File: src/rtl/run_ctrl_pkg.sv
// ============================================================================
// Module      : run_ctrl_pkg
// Description : Shared run-control state encoding and default limits.
// Revision    : 1.0 - initial release
// ============================================================================
`default_nettype none

package run_ctrl_pkg;

   typedef enum logic [2:0] {
      ST_IDLE     = 3'd0,
      ST_CORE_RST = 3'd1,
      ST_RUN      = 3'd2,
      ST_HALT     = 3'd3,
      ST_TMO      = 3'd4
   } run_state_t;

   localparam int DONE_PC_DEF  = 510;
   localparam int WDOG_W_DEF   = 16;
   localparam int WDOG_MAX_DEF = 'hFFFF;

endpackage

`default_nettype wire

File: src/rtl/run_watchdog.sv
// ============================================================================
// Module      : run_watchdog
// Description : RUN-cycle counter with limit compare; expire flags the last
//               permitted increment.
// Revision    : 1.0 - initial release
// ============================================================================
`default_nettype none

module run_watchdog
   import run_ctrl_pkg::*;
#(
   parameter int WDOG_W   = WDOG_W_DEF,
   parameter int WDOG_MAX = WDOG_MAX_DEF
) (
   input  logic              clk,
   input  logic              reset,
   input  logic              inc,
   input  logic              clr,
   output logic [WDOG_W-1:0] count,
   output logic              expire
);

   localparam logic [WDOG_W-1:0] c_last = WDOG_W'(WDOG_MAX - 1);

   logic [WDOG_W-1:0] count_d, count_q;

   always_comb begin
      count_d = count_q;
      if (clr) begin
         count_d = '0;
      end else if (inc) begin
         count_d = count_q + 1'b1;
      end
   end

   always_ff @(posedge clk or posedge reset) begin
      if (reset) begin
         count_q <= '0;
      end else begin
         count_q <= count_d;
      end
   end

   assign count  = count_q;
   assign expire = inc && (count_q == c_last);

endmodule

`default_nettype wire

File: src/rtl/mem_run_ctrl.sv
// ============================================================================
// Module      : mem_run_ctrl
// Description : Core run sequencer plus static host/core data-memory arbiter.
// Revision    : 1.0 - initial release
// ============================================================================
`default_nettype none

module mem_run_ctrl
   import run_ctrl_pkg::*;
#(
   parameter int AW       = 8,
   parameter int DW       = 8,
   parameter int PC_W     = 12,
   parameter int DONE_PC  = DONE_PC_DEF,
   parameter int WDOG_W   = WDOG_W_DEF,
   parameter int WDOG_MAX = WDOG_MAX_DEF
) (
   input  logic              clk,
   input  logic              reset,
   input  logic              start,
   input  logic              host_req,
   input  logic              host_we,
   input  logic [AW-1:0]     host_addr,
   input  logic [DW-1:0]     host_wdata,
   output logic              host_gnt,
   output logic              host_rvalid,
   output logic [DW-1:0]     host_rdata,
   input  logic [PC_W-1:0]   core_pc,
   input  logic              core_we,
   input  logic [AW-1:0]     core_addr,
   input  logic [DW-1:0]     core_wdata,
   output logic [DW-1:0]     core_rdata,
   output logic              core_reset,
   output logic              core_en,
   output logic              mem_we,
   output logic [AW-1:0]     mem_addr,
   output logic [DW-1:0]     mem_wdata,
   input  logic [DW-1:0]     mem_rdata,
   output logic              busy,
   output logic              done,
   output logic              timeout,
   output logic [WDOG_W-1:0] cycle_count
);

   localparam logic [PC_W-1:0] c_done_pc = PC_W'(DONE_PC);

   run_state_t    state_d, state_q;
   logic          done_d, done_q;
   logic          timeout_d, timeout_q;
   logic          host_rvalid_d, host_rvalid_q;
   logic [DW-1:0] host_rdata_d, host_rdata_q;
   logic          wd_clr;
   logic          wd_expire;
   logic          pc_at_done;
   logic          in_run;

   assign in_run     = (state_q == ST_RUN);
   assign pc_at_done = (core_pc == c_done_pc);
   // The halt-address instruction itself must never execute.
   assign core_en    = in_run && !pc_at_done;

   run_watchdog #(
      .WDOG_W   (WDOG_W),
      .WDOG_MAX (WDOG_MAX)
   ) u_watchdog (
      .clk    (clk),
      .reset  (reset),
      .inc    (core_en),
      .clr    (wd_clr),
      .count  (cycle_count),
      .expire (wd_expire)
   );

   always_comb begin
      state_d   = state_q;
      done_d    = done_q;
      timeout_d = timeout_q;
      wd_clr    = 1'b0;
      case (state_q)
         ST_IDLE, ST_HALT, ST_TMO: begin
            if (start) begin
               state_d = ST_CORE_RST;
            end
         end
         ST_CORE_RST: begin
            state_d   = ST_RUN;
            done_d    = 1'b0;
            timeout_d = 1'b0;
            wd_clr    = 1'b1;
         end
         ST_RUN: begin
            // Reaching the halt address wins over a simultaneous expiry.
            if (pc_at_done) begin
               state_d = ST_HALT;
               done_d  = 1'b1;
            end else if (wd_expire) begin
               state_d   = ST_TMO;
               timeout_d = 1'b1;
            end
         end
         default: state_d = ST_IDLE;
      endcase
   end

   always_comb begin
      host_gnt  = host_req && !in_run;
      mem_addr  = in_run ? core_addr  : host_addr;
      mem_wdata = in_run ? core_wdata : host_wdata;
      mem_we    = in_run ? (core_we && core_en) : (host_req && host_we);
      host_rvalid_d = host_gnt && !host_we;
      host_rdata_d  = host_rvalid_d ? mem_rdata : host_rdata_q;
   end

   always_ff @(posedge clk or posedge reset) begin
      if (reset) begin
         state_q       <= ST_IDLE;
         done_q        <= 1'b0;
         timeout_q     <= 1'b0;
         host_rvalid_q <= 1'b0;
         host_rdata_q  <= '0;
      end else begin
         state_q       <= state_d;
         done_q        <= done_d;
         timeout_q     <= timeout_d;
         host_rvalid_q <= host_rvalid_d;
         host_rdata_q  <= host_rdata_d;
      end
   end

   assign core_rdata  = mem_rdata;
   assign core_reset  = (state_q == ST_IDLE) || (state_q == ST_CORE_RST);
   assign busy        = (state_q == ST_CORE_RST) || in_run;
   assign done        = done_q;
   assign timeout     = timeout_q;
   assign host_rvalid = host_rvalid_q;
   assign host_rdata  = host_rdata_q;

endmodule

`default_nettype wire
File: config.mk
export PLATFORM = sky130hd
export DESIGN_NAME = mem_run_ctrl
export DESIGN_NICKNAME = d
export VERILOG_FILES = /design/src/rtl/run_ctrl_pkg.sv /design/src/rtl/run_watchdog.sv /design/src/rtl/mem_run_ctrl.sv
export SDC_FILE = /design/constraint.sdc
export NUM_CORES = 1
export LEC_CHECK = 0
export ABC_AREA = 1
export CAP_MARGIN = 40
export CORE_UTILIZATION = 35
export DETAILED_ROUTE_END_ITERATION = 10
export PLACE_DENSITY = 0.76
export SYNTH_ARGS = -nofsm -noshare
export SYNTH_HDL_FRONTEND = slang
export SYNTH_SLANG_ARGS = --single-unit
File: constraint.sdc
create_clock -name clk -period 1.6 [get_ports clk]
set_input_delay 0.32 -clock clk [delete_from_list [all_inputs] [get_ports clk]]
set_output_delay 0.32 -clock clk [all_outputs]
set_load 0.02 [all_outputs]
==> results.md <==
- Status: finished, violations left
- Failing checks: setup timing
- Post-Place Worst Slack: -677 ps
- DR vias: 2,465
- Final period utilization: 115%
- GRT overflow: 0
- Fillcell total: 504
- Storage cell area: 751 um2
- WL met3: 521 um
- Cts hold-fix bufs: 0
- Clock Path Buffers: 2
- Critical path buffers and inverters: 4
- Hold Path Class: in -> async
- Area growth, synth to finish: 85.7%
- Final wirelength: 6690 um
- Non-Filler Instances: 522
- Skew-Pair Late Insertion Delay: 280 ps
- Final instance area: 3740 um2
- Ratio of cells with drive above 1 in the final layout: 27.3%
- Min Hold Slack: 371 ps
- Mapped Cells: 304
- Clock transition at path regs: 70 ps
- CTS Sinks: 30
- Worst slew pin tran: 361 ps
- Worst setup EP type: output pin
- Max-cap violation count: 0
- Vias per cell: 4.72
- Total power: 6.31 mW
- ANT nets after route: 0
- FP Rows: 27
- Netlist cell types: 22
- Multi-input gate area: 1180 um2
- Worst setup SP type: flop
- Die H: 77.9 um
- CTS tree: done
- Horiz. Die Dim: 77.9 um
- RSZ-0062 raised after global routing: yes
- 1st-iter DRT viols: 131
- Dpl cell area: 3460 um2
- Cell family with most CP delay: buffers and inverters
- Setup violations, final: 21
- Initial antenna violation count: 0
- Reg2reg start: state_q[0]
- Static leakage: 1.93 nW
- Drt wl/cell: 12.8 um
- Number of global-route vias before repair: 2,171
- Number of CTS-inserted buffers: 5
- Metal2 WL: 3430 um
- Req. time, crit path: 1280 ps
- # IOs: 114
- Max_slew headroom: 75.6%
- Pwr per Cell Area: 1690 nW/um2
- NumNets Final: 509
- CTS H-tree lvls: 2
- Critical Path Start: state_q[0]
- Fin crit period: 1840 ps
- Post-route worst setup slack: -235 ps
- Yosys Warn Count: 0
- Synthesized area: 2020 um2
- CTS root buffer: clkbuf_8
- Slowest cell on the critical path: dfrtp_1
- Flops & latches, synth: 30
- Mapped Nets: 364
- Peak VDD IR: 0.000867 V
- Fmax: 545 MHz
- Wl on met1: 2660 um
- Final hold viol count: 0
- GRT Resource Usage Total: 21.5%
- Final TNS setup: -3930 ps
- Largest net degree at the start of global routing: 31
- Worst path cell trace: nor3_4 > inv_2 > buf_4 > buf_6 > nand2_4 > buf_6
- Finished Core Util: 67.6%
- Die area: 6070 um2
- Cell mode on critical path: buf_6
- DRC: 0
- Critical path type: reg -> out
- Max Slew Vio Count: 0
- Sequential area share after synthesis: 37.2%
- Core area: 5540 um2
- 1st-pass router iterations: 5
- Post-DP HPWL: 4910 um
- Final Skew: 4.10 ps
- Synth Area per Inst: 6.63 um2
- RePlAce Congestion: 0.859
- Worst-path maximum fanout: 4
- Top Metal Used: met4
- First-pass GRT wire length: 10,300 um
- Placed insts: 506
- Reg2reg setup slack: 60 ps
- Antenna diode count: 0
- Max stage delay on crit path: 410 ps
- IO buf count: 113
- Starting Density: 36.4%
- Arrival time at the worst endpoint: 1520 ps
[sequential cells by signal, indices dropped and copies added (netlist names)]
register,flops
state_q,3
u_watchdog.count,16
host_rdata,8
done,1
host_rvalid,1
timeout,1
[cell usage after synthesis]
cell type	instances	area, um2
buf_4	8	60.1
buf_2	4	20.0
or2_2	3	18.8
nand3_1	23	115
o21ai_1	4	20.0
nor4b_1	1	8.76
xor2_1	4	35.0
dfrtp_1	30	751
o21ai_2	6	52.6
inv_1	19	71.3
buf_6	2	22.5
nand2_4	2	22.5
ha_1	2	25.0
nor2_2	1	6.26
o21bai_1	4	30.0
nor3_4	1	16.3
o21ai_0	6	30.0
nor2_1	25	93.8
clkbuf_2	1	5.00
inv_2	5	18.8
nand2_1	145	544
nand4_1	8	50.1
[cells in the final DEF (no fill, tap or decap), drive strengths merged]
cell type	synthesis	final
dlygate4sd2	0	34
nand3	23	23
dfrtp	30	30
buf	14	60
or2	3	3
bufinv	0	1
o21bai	4	4
nor3	1	1
clkinvlp	0	1
clkdlybuf4s50	0	52
nor4b	1	1
nand4	8	8
nand2	147	147
ha	2	2
xor2	4	4
nor2	26	26
inv	24	23
dlymetal6s2s	0	6
clkbuf	1	8
o21ai	16	16
[logic make-up (layout without fill, tap and decap cells)]
kind of cell | Yosys count | after routing | share of synthesized area, %
XOR/XNOR | 4 | 4 | 1.74
AND/OR/NAND/NOR | 209 | 209 | 43.4
AO/OA/AOI/OAI | 20 | 20 | 6.58
flip-flops | 30 | 30 | 37.2
buffers and inverters | 39 | 185 | 9.80
adder cells (fa/ha/maj) | 2 | 2 | 1.24
[layout make-up]
| type | count | area share (%) |
|---|---|---|
| Clock inverter | 1 | 0.802 |
| Multi-Input combinational cell | 235 | 31.5 |
| Clock buffer | 7 | 2.04 |
| Tap cell | 72 | 2.41 |
| Timing Repair Buffer | 153 | 40.5 |
| Inverter | 24 | 2.71 |
| Sequential cell | 30 | 20.0 |
[where the power goes]
group	total (mW)	internal [mW]	switching [mW]
combinational	4.24	2.06	2.18
clock	0.764	0.466	0.298
sequential	1.31	1.01	0.295
total	6.31	3.54	2.78
[worst paths after layout]
check	to	cells after the start
max reg2reg	u_watchdog.count[12]	8
min	u_watchdog.count[6]	3
min reg2reg	host_rdata[2]	2
max	busy	6
min in group clk	host_rdata[2]	2
max in group asynchronous	done	3
[timing repair]
| action | 4_1_cts | 5_1_grt |
|---|---|---|
| gates cloned | 1 | 1 |
| setup buffers | 8 | 4 |
| resized for setup | 169 | 37 |
| endpoints found under the setup margin | 58 | 44 |
| pin swaps | 14 | 9 |
[tightest hold or removal path: cells and delay by family]
family | cells | cell delay [ps]
buffers and inverters | 3 | 690
[metal layers]
metal	GRT usage [%]	up-vias
met5	0	-
met4	6.30	0
met3	4.59	5
met2	36.4	96
met1	27.5	1118
li1	-	1246
Note: power is estimated with default switching activity, not from simulation.
